File: src/rtl/circuit_pkg.sv
// Shared types and constants for the filtered 4-input truth-table circuit.
package circuit_pkg;

  typedef logic [3:0] idx_t;

  localparam logic [15:0] TRUTH_DEFAULT = 16'h6996;
  localparam int          SYNC_DEPTH    = 2;
  localparam int          CNT_W         = 4;

endpackage

File: src/rtl/circuit_filter.sv
// Stability filter: accepts a synchronized vector once it has been seen STABLE times in a row.
module circuit_filter
  import circuit_pkg::*;
#(
  parameter int STABLE = 2
) (
  input  logic clk,
  input  logic rst,
  input  idx_t i_samp,
  output idx_t o_idx
);

  localparam logic [CNT_W-1:0] STABLE_C = CNT_W'(STABLE);
  localparam logic [CNT_W-1:0] ONE_C    = CNT_W'(1);

  idx_t             r_cand;
  idx_t             r_idx;
  logic [CNT_W-1:0] r_cnt;

  always_ff @(posedge clk) begin
    if (rst) begin
      r_cand <= '0;
      r_cnt  <= '0;
      r_idx  <= '0;
    end else if (i_samp != r_cand) begin
      r_cand <= i_samp;
      r_cnt  <= ONE_C;
    end else if (r_cnt < STABLE_C) begin
      r_cnt <= r_cnt + ONE_C;
      // Accept on the edge the count reaches STABLE; saturation then holds idx steady.
      if (r_cnt + ONE_C == STABLE_C) begin
        r_idx <= r_cand;
      end
    end
  end

  assign o_idx = r_idx;

endmodule

File: src/rtl/circuit.sv
// Top: 2-flop input synchronizer, stability filter, and registered truth-table lookup.
module circuit
  import circuit_pkg::*;
#(
  parameter logic [15:0] TRUTH  = TRUTH_DEFAULT,
  parameter int          STABLE = 2
) (
  input  logic clk,
  input  logic rst,
  input  logic in1,
  input  logic in2,
  input  logic in3,
  input  logic in4,
  output logic out
);

  idx_t w_vec;
  idx_t w_idx;
  idx_t r_sync_p0 [SYNC_DEPTH];
  logic r_out_p1;

  assign w_vec = {in4, in3, in2, in1};

  // Stage p0: synchronizer chain, element 0 is s1, last element is s2
  always_ff @(posedge clk) begin
    if (rst) begin
      for (int i = 0; i < SYNC_DEPTH; i++) begin
        r_sync_p0[i] <= '0;
      end
    end else begin
      r_sync_p0[0] <= w_vec;
      for (int i = 1; i < SYNC_DEPTH; i++) begin
        r_sync_p0[i] <= r_sync_p0[i-1];
      end
    end
  end

  circuit_filter #(
    .STABLE (STABLE)
  ) u_filter (
    .clk    (clk),
    .rst    (rst),
    .i_samp (r_sync_p0[SYNC_DEPTH-1]),
    .o_idx  (w_idx)
  );

  // Stage p1: output lookup flop
  always_ff @(posedge clk) begin
    if (rst) begin
      r_out_p1 <= TRUTH[0];
    end else begin
      r_out_p1 <= TRUTH[w_idx];
    end
  end

  assign out = r_out_p1;

endmodule

File: config.mk
export PLATFORM = sky130hd
export DESIGN_NAME = circuit
export DESIGN_NICKNAME = d
export VERILOG_FILES = /design/src/rtl/circuit_pkg.sv /design/src/rtl/circuit_filter.sv /design/src/rtl/circuit.sv
export SDC_FILE = /design/constraint.sdc
export NUM_CORES = 1
export LEC_CHECK = 0
export CAP_MARGIN = 20
export CORE_AREA = 2 2 59 61
export CTS_BUF_LIST = sky130_fd_sc_hd__clkbuf_8
export CTS_CLUSTER_DIAMETER = 80
export DETAILED_ROUTE_END_ITERATION = 16
export DIE_AREA = 0 0 61 63
export PLACE_DENSITY = 0.38
export SKIP_LAST_GASP = 1
export SYNTH_ARGS = -nofsm -noshare
export SYNTH_HDL_FRONTEND = slang
export SYNTH_HIERARCHICAL = 1
export SYNTH_SLANG_ARGS = --single-unit
File: constraint.sdc
create_clock -name clk -period 3.4 [get_ports clk]
set_clock_uncertainty 0.05 [all_clocks]
set_input_delay 0.51 -clock clk [delete_from_list [all_inputs] [get_ports clk]]
set_output_delay 0.51 -clock clk [all_outputs]
set_load 0.1 [all_outputs]
# After elaboration in Yosys (flattened, before gate mapping)
# Memory sizes are Yosys's and may differ from the RTL's. A register that Yosys moved wholly into a read port is not among the register bits.
# Cells that the tools add are included.
word_totals:
  inputBits: 6
  out_inout_bits: 1
  n_memories: 2
  latchBits: 0
  mem_bits_rw: 8
  ff_bits: 12
  rom_bits: 16
  elab_cells: 23
memory_table:
  columns: ["memory", "words", "word_bits", "rd", "rd_clocked_by_memory_dff", "write_ports", "line", "text"]
  rows:
  - ["(no name shown)", 16, 1, 1, 1, 0, "circuit.sv:52", "r_out_p1 <= TRUTH[w_idx];"]
  - ["r_sync_p0", 2, 4, 2, 0, 2, "circuit.sv:19", "idx_t r_sync_p0 [SYNC_DEPTH];"]
classes:
  shift: 0
  eq_ne: 2
  bitwise: 3
  multipliers: 0
  n_div: 0
  add_sub_neg: 1
  n_reduce_logical: 3
  muxes: 7
  order_cmp: 1
op_table:
  columns: ["operator", "count"]
  rows:
  - ["two-way mux 4 bit", 2]
  - ["two-way mux 1 bit", 5]
  - ["adder 4 x 1 -> 4 bit (second input constant)", 1]
  - ["== test 4 x 2 -> 1 bit (second input constant)", 1]
  - ["< comparator 4 x 2 -> 1 bit (second input constant)", 1]
  - ["inequality test 4 bit", 1]
  - ["AND reduction 3 bit", 1]
  - ["bitwise OR 1 bit", 2]
  - ["nonzero test 2 bit", 1]
  - ["OR reduction 2 bit", 1]
  - ["NOT 1 bit", 1]

# Depth between registers and ports, before layout
# An unclocked memory read counts as a cell.
logic_depth:
  depth_word: 4
  mapped_depth: 5
  depth_no_buf: 4

# Cells and area by module
# The synthesis kept the hierarchy.
modules_own_cells:
  columns: ["mod", "area_each_um2", "seq_area_each_um2", "instances", "cells_per_inst"]
  rows:
  - ["circuit_filter", 516.7, 240.2, 1, 49]
  - ["circuit", 260.2, 180.2, 1, 21]

# Worst setup path after synthesis
# No wires, ideal clock.
synth_timing:
  kind: "register -> output"
  from: "register r_out_p1, in the netlist out"
  to: "output out"
  arrival_time_ns: 0.909
  required_ns: 2.840
  path_slack_ns: 1.931
  path_stages_with_launch: 1
  path_buffers: 0
  cell_sequence: "dfxtp_1"
synth_rtl:
  columns: ["element", "line", "text"]
  rows:
  - ["start: declaration", "circuit.sv:20", "logic r_out_p1;"]
  - ["end: declaration", "circuit.sv:14", "output logic out"]
# No word-level cell between the ends.

# Worst setup path after layout
layout_timing:
  from: "register r_out_p1, in the netlist out"
  to: "output out"
# No word-level cell between the ends.

==> results.toml <==
[status]
outcome = "completed"

[hold_path]
hp-class = "flop to flop"
hold_start = "r_sync_p0[0][3]"
whs_path_depth = 1
min_to = "r_sync_p0[0][7]"

[yosys]
syn_inst = 70
ys.warnings.count = 6
syn-cell-area_um2 = 777
seq_area_frac_synth_pct = 54.1
synth_top_area_share_pct = 54.1
yosys_register_bits = 21
yosysTopAreaCell = "dfxtp_1"
synth_cell_types = 18
syn_nets = 78
syn_area_per_cell_um2 = 11.1
synth_area_leaders = "dfxtp_1, nor2b_1, nand2b_1"

[setup_path]
required_ns = 2.84
crit_chain = "clkdlybuf4s50_1"
cp_top_family = "buffers and inverters"
cp.arrival_ns = 1.68
reg2reg_slack_ns = 1.82
endpoint_kind = "primary output"
r2r_start = "u_filter/r_cand[1]"
critPathLaunchType = "flop"
r2r_cells = 4
rr_endpoint = "u_filter/o_idx[0]"
cp_num_buf_inv = 1
slowest_stage = "clkdlybuf4s50_1"
critPathKind = "flop to primary output"
slowest_delay_ns = 1.12
crit_fanout = 1

[floorplanning]
die_y_um = 63
die-area_um2 = 3840
start_util_pct = 24.0
die_w_um = 61
rows = 21
core_region_area_um2 = 3230
io_pins = 7

[power]
internal-power_w = 0.000362
pwr-share-seq_pct = 56.4
power.net_switching_w = 0.000103
powerDensity_nw_per_um2 = 502
peakVddDrop_mv = 0.163
p_total_w = 0.000465
switching_share_pct = 22.2
leakagePower_nw = 0.351
p_comb_share_pct = 9.7
pwr-share-clk_pct = 33.9

[timing]
rsz0062_at_grt = "no"
worst_slew_pin_slew_ns = 0.959
min_period_ns = 2.24
hold_viol = 0
fmax_ghz = 0.447
setup_viol = 0
maxSlewViolCount = 0
finalCritPeriodShare_pct = 65.8
final.setup.worst_slack_ns = 1.16
max_slew_margin_pct = 35.8
tns_ns = 0

[routing]
drtIter0Drc = 3
vias = 441
dr.pass1.iters = 2
ant_nets = 0
drc = 0
routedWlPerCell_um = 8.37
vias_per_cell = 3.56
routed_wl_um = 1040

[clock_tree]
clockBufferDepth = 2
cts.clk_slew.worst_paths_ns = 0.07
cts_max_level = 1
cts_hold_buf = 0
cts_tree = "done"
cts_resized = 0
cts_buffers = 3
clkLatencyLatePin_ns = 0.25
clkSinkCount = 21
root_buffer = "clkbuf_8"
cts_setup_buffers = 0

[job]
cap_violations = 0

[global_route]
antenna_found_initial = 0
grt_pass1_wl_um = 1900
track_usage_pct = 6.87
grt_pass1_vias = 441
gr-total-overflow = 0
grt_max_degree = 24

[cells_and_area]
fin_nets = 87
area_delta_synth_final_pct = 19.2
n_fill_cell = 337
antenna_cells = 0
drive_gt1_share_pct = 6.41

[placed_design]
gp_congestion = 0.620
post-place-ws_ns = 1.42
port_buffers = 6
dpl.hpwl_um = 730
worst max path at each step:
stage                         to  slack [ns]  startpoint  depth (start not counted)
3_5_place_dp   u_filter/r_cnt[3]        1.42         rst                          3
2_1_floorplan                out        1.93         out                          0
4_1_cts                      out        1.15         out                          1
3_3_place_gp   u_filter/r_cnt[3]        1.44         rst                          3
5_1_grt                      out        1.12         out                          1
6_report                     out        1.16         out                          1
synth_stat cells, drive strengths merged:
cell type / n
a21oi: 2
and2: 1
and4b: 1
buf: 1
clkbuf: 1
dfxtp: 21
ha: 2
inv: 1
mux2i: 4
nand2b: 7
nor2: 2
nor2b: 14
nor3: 2
nor4: 1
o21a: 1
or2b: 1
xnor2: 4
xor2: 4
cells in the final DEF, fill, tap and decap left out, drive strengths merged:
master	synthesis	final
and4b	1	1
dfxtp	21	21
ha	2	2
o21a	1	1
a21oi	2	2
clkinv	0	1
nor2	2	2
xnor2	4	4
nand2b	7	7
inv	1	1
and2	1	1
mux2i	4	4
nor4	1	1
clkdlybuf4s50	0	6
or2b	1	1
xor2	4	4
nor3	2	2
clkbuf	1	3
nor2b	14	14
cells by family after synthesis:
logic type,share of synthesized area [%]
AOI/OAI and AO/OA,2.25
xor gates and xnor gates,9.02
adders and majority gates,3.22
buffers and inverters,2.41
DFF,54.1
muxes,5.15
and+or+nand+nor,23.8
per-stage QoR:
stage | cell area [um2] | hold slack, ns | util (%) | std cells
3_3_place_gp | 880 | 0.370 | 27.2 | 120
4_1_cts | 926 | 0.391 | 28.6 | 124
5_1_grt | 926 | 0.412 | 28.6 | 124
3_5_place_dp | 880 | 0.373 | 27.2 | 120
2_1_floorplan | 777 | 0.364 | - | 70
6_report | 926 | 0.391 | 28.6 | 124
layer usage:
layer / part of all wire (%) / global-route usage, % / up-vias
met4: 1.4 / 4.08 / 0
li1: - / - / 236
met5: 0 / 0 / -
met2: 42 / 9.14 / 7
met3: 4.2 / 3.11 / 2
met1: 52 / 8.91 / 196
power groups by stage:
stage                     Combinational [W]  Clock [W]  Sequential (W)
final                             0.0000451   0.000158        0.000262
after global routing              0.0000509   0.000179        0.000264
after CTS                         0.0000462   0.000166        0.000262
after detailed placement          0.0000458          0        0.000268
after global placement            0.0000461          0        0.000268
after floorplan                   0.0000339          0        0.000269
state kept, by name (all words and copies together) (netlist names):
| signal | flops |
|---|---|
| u_filter/o_idx | 4 |
| u_filter/r_cnt | 4 |
| out | 1 |
| u_filter/r_cand | 4 |
| r_sync_p0 | 8 |
area by class of cell:
type | count | area, um2 | share of cell area, %
flip-flops and latches | 21 | 420 | 45.4
clock inverters | 1 | 5.00 | 0.541
repair buffers | 6 | 60.1 | 6.49
inverters | 1 | 3.75 | 0.405
multi-input cells | 46 | 338 | 36.5
well taps | 46 | 57.6 | 6.22
clock buffers | 3 | 41.3 | 4.46
(Power assumes the default switching activity.)
